File: src/rtl/branch_resolver.sv
// Jump resolver: waits out pending flag updates, evaluates the condition code against the
// stored ZCSO flags, offers a taken target to the PC unit and pulses flush/resolved.
module branch_resolver #(
    parameter int ADDR_W      = 16,
    parameter int TAKEN_CNT_W = 8
) (
    input  logic                   clock,
    input  logic                   reset,
    input  logic                   jmp_valid,
    output logic                   jmp_ready,
    input  logic [3:0]             jmp_cond,
    input  logic [ADDR_W-1:0]      jmp_target,
    input  logic [3:0]             ZCSO,
    input  logic                   flags_busy,
    output logic                   pc_load_valid,
    input  logic                   pc_load_ready,
    output logic [ADDR_W-1:0]      pc_load_addr,
    output logic                   flush,
    output logic                   resolved,
    output logic                   resolved_taken,
    output logic                   cond_err,
    output logic [TAKEN_CNT_W-1:0] taken_count
);
    typedef enum logic [1:0] {IDLE, WAIT_FLAGS, EVAL, ISSUE} state_t;

    state_t                 state_q, state_d;
    logic [3:0]             cond_q, cond_d;
    logic [ADDR_W-1:0]      target_q, target_d;
    logic [ADDR_W-1:0]      addr_q, addr_d;
    logic                   flush_q, flush_d;
    logic                   resolved_q, resolved_d;
    logic                   rtaken_q, rtaken_d;
    logic [TAKEN_CNT_W-1:0] cnt_q, cnt_d;
    logic                   z, c, s, o, lt, taken;

    always_comb begin
        z  = ZCSO[0];
        c  = ZCSO[1];
        s  = ZCSO[2];
        o  = ZCSO[3];
        lt = s ^ o;
        case (cond_q)
            4'h0:    taken = 1'b1;
            4'h1:    taken = z;
            4'h2:    taken = !z;
            4'h3:    taken = c;
            4'h4:    taken = !c;
            4'h5:    taken = s;
            4'h6:    taken = !s;
            4'h7:    taken = o;
            4'h8:    taken = !o;
            4'h9:    taken = lt;
            4'hA:    taken = !lt;
            4'hB:    taken = !z && !lt;
            4'hC:    taken = z || lt;
            4'hD:    taken = c && !z;
            4'hE:    taken = !c || z;
            default: taken = 1'b0; // 1111 is illegal and never jumps
        endcase
    end

    always_comb begin
        state_d    = state_q;
        cond_d     = cond_q;
        target_d   = target_q;
        addr_d     = addr_q;
        cnt_d      = cnt_q;
        flush_d    = 1'b0;
        resolved_d = 1'b0;
        rtaken_d   = 1'b0;
        case (state_q)
            IDLE: begin
                if (jmp_valid) begin
                    cond_d   = jmp_cond;
                    target_d = jmp_target;
                    state_d  = flags_busy ? WAIT_FLAGS : EVAL;
                end
            end
            WAIT_FLAGS: begin
                if (!flags_busy) state_d = EVAL;
            end
            EVAL: begin
                if (taken) begin
                    addr_d  = target_q;
                    state_d = ISSUE;
                end else begin
                    resolved_d = 1'b1;
                    state_d    = IDLE;
                end
            end
            ISSUE: begin
                if (pc_load_ready) begin
                    flush_d    = 1'b1;
                    resolved_d = 1'b1;
                    rtaken_d   = 1'b1;
                    cnt_d      = cnt_q + TAKEN_CNT_W'(1);
                    state_d    = IDLE;
                end
            end
            default: state_d = IDLE;
        endcase
    end

    always_ff @(posedge clock or negedge reset) begin
        if (!reset) begin
            state_q    <= IDLE;
            cond_q     <= '0;
            target_q   <= '0;
            addr_q     <= '0;
            cnt_q      <= '0;
            flush_q    <= 1'b0;
            resolved_q <= 1'b0;
            rtaken_q   <= 1'b0;
        end else begin
            state_q    <= state_d;
            cond_q     <= cond_d;
            target_q   <= target_d;
            addr_q     <= addr_d;
            cnt_q      <= cnt_d;
            flush_q    <= flush_d;
            resolved_q <= resolved_d;
            rtaken_q   <= rtaken_d;
        end
    end

    assign jmp_ready      = (state_q == IDLE);
    assign pc_load_valid  = (state_q == ISSUE);
    assign pc_load_addr   = addr_q;
    assign flush          = flush_q;
    assign resolved       = resolved_q;
    assign resolved_taken = rtaken_q;
    assign cond_err       = (state_q == EVAL) && (cond_q == 4'hF);
    assign taken_count    = cnt_q;
endmodule

File: config.mk
export PLATFORM = sky130hd
export DESIGN_NAME = branch_resolver
export DESIGN_NICKNAME = d
export VERILOG_FILES = /design/src/rtl/branch_resolver.sv
export SDC_FILE = /design/constraint.sdc
export NUM_CORES = 1
export LEC_CHECK = 0
export CAP_MARGIN = 20
export CORE_UTILIZATION = 47
export CTS_CLUSTER_DIAMETER = 80
export DETAILED_ROUTE_END_ITERATION = 16
export GPL_TIMING_DRIVEN = 0
export HOLD_SLACK_MARGIN = 0.1
export PLACE_DENSITY = 0.79
export SLEW_MARGIN = 10
export SYNTH_ARGS = -nofsm -noshare
export SYNTH_HDL_FRONTEND = slang
export SYNTH_SLANG_ARGS = --single-unit
export TNS_END_PERCENT = 5
File: constraint.sdc
create_clock -name clock -period 2.33 [get_ports clock]
set_clock_uncertainty 0.2 [all_clocks]
set_input_delay 0.233 -clock clock [delete_from_list [all_inputs] [get_ports clock]]
set_output_delay 0.233 -clock clock [all_outputs]
set_load 0.02 [all_outputs]
After elaboration in Yosys (flattened, before gate mapping)
Index checks and enable logic that the tools add are counted.

Multiply operators: 0. Shift-type cells: 0. Reduce and logical (&&, ||, !) cells: 16. Muxes and demuxes: 11. Div/mod/pow operators: 0. Bitwise gates (word level): 1. Equality and inequality tests: 21. Order comparisons: 0. Add/sub/neg operators: 1.

Operators by type and width (number): $eq A4 B4 Y1 const B (8); $eq A4 B3 Y1 const B (4); $pmux W1 S15 (1); $mux W2 (5); $add A8 B1 Y8 const B (1); $eq A4 B2 Y1 const B (2); $pmux W2 S4 (1); $reduce_and A2 Y1 (3); $logic_not A1 Y1 (5); $eq A2 B2 Y1 const B (2); $eq A4 B1 Y1 const B (1); $logic_not A4 Y1 (1); $ne A2 B2 Y1 const B (2); $logic_and A1 B1 Y1 (3); $mux W1 (3); $reduce_and A3 Y1 (1); $eq A2 B1 Y1 const B (1); $logic_not A2 Y1 (1); $logic_or A1 B1 Y1 (2); $ne A2 B1 Y1 const B (1); $pmux W1 S2 (1); $xor A1 B1 Y1 (1).

Memories: 0. Output and inout bits: 30. RAM bits: 0. Bits in read-only memories: 0. Logic and storage cells: 57. Latch bits: 0. Register bits: 48. Bits of input ports: 29.

Longest topological paths before layout
Depth after elaboration: 6. Mapped depth: 7. Gate-level depth less buffers: 6.

Worst setup path before layout
OpenSTA, ideal clock, no wires.

Path type: register -> register. Start: register cond_q[1]. End: register addr_q[10] (netlist: pc_load_addr[10]). Cell stages (with the launch flop): 8. Path buffers: 2. Slack: 0.231 ns. Arrival: 1.774 ns. Clock period less this slack: 2.099 ns. Cell sequence: dfrtp_1 > buf_2 > mux2_2 > o2111ai_1 > o211ai_2 > o21ai_4 > buf_12 > mux2_4.

Cells in the longest elaborated chain, start to end: 3.

Ends and longest elaborated chain: from (decl) (RTL line 27) `logic [3:0] cond_q, cond_d;`; from (signal assigned) (RTL line 116) `cond_q <= cond_d;`; $eq A4 B4 Y1, or another cell as far along (RTL line 42) `case (cond_q)`; $pmux W1 S15 * (RTL line 42); $reduce_and A2 Y1 (no source line) *; to (signal assigned) (RTL line 118) `addr_q <= addr_d;`; to (decl) (RTL line 29) `logic [ADDR_W-1:0] addr_q, addr_d;`.

Every way passes the cells marked *; elsewhere a longest branch is shown, timed or not. A chain may end at the register's enable or synchronous reset.

Worst setup path after layout
Start: input port ZCSO[3]. End: register addr_q[4] (netlist: pc_load_addr[4]).

Cells in the longest elaborated chain, start to end: 5.

Ends and longest elaborated chain: from (decl) (RTL line 13) `input logic [3:0] ZCSO,`; $xor A1 B1 Y1 (RTL line 41) `lt = s ^ o;`; $logic_not A1 Y1 (RTL line 53, 54); $logic_and A1 B1 Y1 (RTL line 54) `4'hB: taken = !z && !lt;`; $pmux W1 S15 * (RTL line 42); $reduce_and A2 Y1 (no source line) *.

Marks and branches as above.

==> results <==
- The most instantiated flip-flop cell in the synthesis netlist is sky130_fd_sc_hd__dfrtp_1.
- The congestion estimate from routability-driven global placement came to 0.7299.
- The cell count after synthesis came out at 157.
- Entering global routing, the biggest net connects 37 pins.
- At the later pin of the worst-skew pair, clock insertion delay measures 0.29 ns.
- The width of the chip is 69.02 µm.
- The initial utilization of the core area, before any placement, comes to 48.81%.
- Of the total synthesized cell area, the portion taken by XOR and XNOR cells is 3.320%.
- The initialized floorplan defines 24 standard-cell rows.
- In the final routed layout, each cell accounts on average for 14.22 µm.
- The most common cell in the synthesized netlist is sky130_fd_sc_hd__dfrtp_1.
- The clock tree root driver cell is sky130_fd_sc_hd__clkbuf_8.
- The floorplan step defined a die boundary enclosing 4763 µm².
- Summing the areas of all compound-gate instances in the mapped netlist gives 4.386% of the synthesized area.
- The number of max-cap violations is 0.
- The worst hold slack across all endpoints is 0.1646 ns.
- The cell with the biggest individual delay on the critical path is sky130_fd_sc_hd__clkdlybuf4s50_1.
- Input and output buffers added on the ports amount to 58.
- The main combinational cell family by area after synthesis is multiplexers.
- The highest clock rate is 0.4453 GHz.
- The number of buffers and inverters on the critical path is 2.
- For this design, the sink count on the clock tree is 48.
- The simple logic cell fraction of the synthesized area is 10.73%.
- Once detail routing completed, the nets flagged for antenna violations numbered 0.
- In the final design database the tool counted 256 nets.
- After clock tree synthesis, the clock-pin slew on the worst setup and hold paths is 0.08 ns.
- Of all flip-flops after synthesis, the portion carrying an async set or reset was 100.0%.
- Setup repair after global routing left no endpoint under its margin.
- The number of nets in the synthesized netlist is 187.
- The number of synthesized flops with an enable pin is 0.
- The path type of the worst min-delay path is in2async.
- The leakage dissipation is 1.288 nW.
- The maximum single-stage delay on the critical path is 0.52 ns.
- The slew at the pin closest to its max-slew limit is 0.5219 ns.
- Dividing total power by cell area gives a power density of 1331 nW/µm².
- Headroom to the max-slew limit came out at 65.21%.
- The final-report hold violation count came to 0.
- The mux share of post-synthesis cell area is 20.75%.
- The synthesized netlist devotes 0.5928% of its cell area to adder and majority cells.
- The worst setup path is launched from an input pin.
- The family with the most delay on the worst path is buffers and inverters.
- The area of the multi-input gates is 839.6 µm².
- Across all layers, the routed design uses 1423 vias.
- The leading area contributor after synthesis is sky130_fd_sc_hd__dfrtp_1.
- The classification of the worst setup path is in2reg.
- The die is 69.02 µm tall.
- For this run, the number of Yosys warnings is 0.
- The number of buffers created by CTS is 5.
- The sequential cell area is 1201 µm².
- The first-iteration detailed-routing DRC count is 64.
- Counting along the longest clock path gives a buffer depth of 2.
- In this run the worst path has a maximum fanout of 4.
- The final routed DRC violation total is 0.
- The per-instance average area after synthesis is 13.44 µm².
- The initial antenna violation count is 0.
- In this run the biggest area consumer among cell types represents 56.91% of the synthesized area.
- The core region is 4324 µm².
- The relative area change from synthesis to final layout is 36.16%.
- The distinct cell type count after synthesis is 36.
- Overall power consumption after layout is estimated at 3.825 mW.
- STA classifies the critical path endpoint as a flip-flop.
- The commonest cells after synthesis are sky130_fd_sc_hd__dfrtp_1 (48), sky130_fd_sc_hd__mux2_2 (26), sky130_fd_sc_hd__nor2_1 (10), sky130_fd_sc_hd__mux2_4 (9), sky130_fd_sc_hd__nand2_1 (9).
- In the post-synthesis netlist, the biggest area contributors are sky130_fd_sc_hd__dfrtp_1 (57%), sky130_fd_sc_hd__mux2_2 (14%), sky130_fd_sc_hd__mux2_4 (6.4%), sky130_fd_sc_hd__nor2_1 (1.8%), sky130_fd_sc_hd__xnor2_1 (1.7%).
- The critical path data arrival time is 2.23 ns.
- IR analysis of the VDD net gives a maximum drop of 0.7291 mV.
- The run finished with clean final reports.
- The flip-flop and latch count after synthesis is 48.
- The total number of H-tree levels is 2.
- Dividing the detail-routed via count by the number of cells gives 5.119.
- The layout has 370 filler cells.
- The wire-length estimate of the detail-placed layout is 2907 µm.
- The first global-routing pass estimated 6734 µm of wire.
- Global routing consumed, over all layers together, 17.94% of the routing resources.
- The post-route clock period utilization is 96.38%.
- The cell area after synthesis is 2111 µm².
- Walking the worst path, the cells encountered are clkdlybuf4s50_1 > xor2_1 > mux2i_1 > nand4_2 > o21ai_4 > buf_4 > mux2_2.
- The worst path in the final design needs a cycle of 2.246 ns, including I/O delays and setup.
- The number of antenna diodes in the final layout is 0.
- For this run the aggregate overflow at the end of global routing stands at 0.
- After synthesis, flip-flops and latches occupy 56.91% of the total area.
- For the worst setup path, the data required time is 2.31 ns.
- The number of global-route vias before repair was 1458.
- Summed over all layers, the routed wires come to 3952 µm.
- The count of TritonRoute iterations in the first routing pass is 4.
- TritonCTS built the clock tree.
- The number of max-slew violations in the final report is 0.
- In the final layout, the share of cells above drive strength 1 is 25.22%.
- Setup violations remaining at the end of the flow were counted as 0.
- For this design the top-level I/O count stands at 59.
## cell type report
cell class	instances	share of cell area, %
clock buffers	6	2.525
clock inverters	1	0.1741
flip-flops and latches	48	41.79
multi-input cells	97	29.21
well taps	52	2.264
inverters	4	0.5224
plain buffers	8	1.916
repair buffers	62	21.59
## layout by cell type, fill, tap and decap left out, types with 2 or more instances in the layout
cell                              count
sky130_fd_sc_hd__mux2_4               9
sky130_fd_sc_hd__nand2_1              9
sky130_fd_sc_hd__clkdlybuf4s50_1     57
sky130_fd_sc_hd__dfrtp_1             48
sky130_fd_sc_hd__inv_1                4
sky130_fd_sc_hd__nand3_1              5
sky130_fd_sc_hd__nor2_1              10
sky130_fd_sc_hd__xor2_1               4
sky130_fd_sc_hd__clkbuf_1             2
sky130_fd_sc_hd__buf_12               2
sky130_fd_sc_hd__buf_4                3
sky130_fd_sc_hd__and4bb_2             2
sky130_fd_sc_hd__and3_1               4
sky130_fd_sc_hd__xnor2_1              4
sky130_fd_sc_hd__o21ai_0              5
sky130_fd_sc_hd__clkbuf_8             5
sky130_fd_sc_hd__buf_2                4
sky130_fd_sc_hd__mux2_2              26
sky130_fd_sc_hd__nor3b_1              2
## report_power, final
group / internal [mW] / switching (mW) / leakage (nW)
sequential: 1.22 / 0.235 / 0.585
combinational: 1.09 / 0.827 / 0.662
clock: 0.204 / 0.248 / 0.0410
## worst register-to-register path: cells and delay by family (launching register included)
kind / cells / cell delay [ns]
multiplexers: 2 / 0.48
AND/OR/NAND/NOR: 2 / 0.40
flip-flops: 1 / 0.39
buffers and inverters: 2 / 0.36
AO/OA/AOI/OAI: 1 / 0.24
## cells by family after synthesis
family	Yosys count
mux	36
xor+xnor	8
buf+inv	12
flops	48
simple gates	40
fa+ha+maj	1
compound gates	12
## sequential cells by signal, summed over array words and instances (netlist names)
signal          flops
state_q             2
cond_q              4
pc_load_addr       16
taken_count         8
resolved_taken      1
resolved            1
target_q           16
## what timing repair did
item | 4_1_cts | 5_1_grt
endpoints found under the setup margin | 9 | 0
buffers inserted | 2 | 0
hold buffers | 1 | 0
hold endpoints to repair | 48 | 0
resized for setup | 0 | 0
## worst paths after layout
path	slack, ns	startpoint	to	cells after the start
min reg2reg	0.29	taken_count[7]	taken_count[7]	1
min in group clock	0.29	taken_count[7]	taken_count[7]	1
max in group asynchronous	1.28	reset	pc_load_addr[9]	3
max	0.08	ZCSO[3]	pc_load_addr[4]	7
max reg2reg	0.17	cond_q[1]	pc_load_addr[4]	7
min	0.16	reset	taken_count[4]	2
## layer usage
metal	global-route usage, %	routed length, µm	vias up
met5	0	0	-
met4	7.483	84	0
met3	4.240	187	10
met2	27.29	1847	39
met1	24.75	1832	697
li1	-	-	677
## metrics by stage
stage	util (%)	TNS, ns	cell area [µm²]	setup slack (ns)	std cells
2_1_floorplan	-	0	2111	0.2311	157
3_3_place_gp	63.74	-29.04	2756	-0.5047	267
3_5_place_dp	64.09	-4.845	2771	-0.3522	268
4_1_cts	66.46	0	2874	0.07526	278
5_1_grt	66.46	0	2874	0.003908	278
6_report	66.46	0	2874	0.08435	278
(Power assumes the default switching activity.)
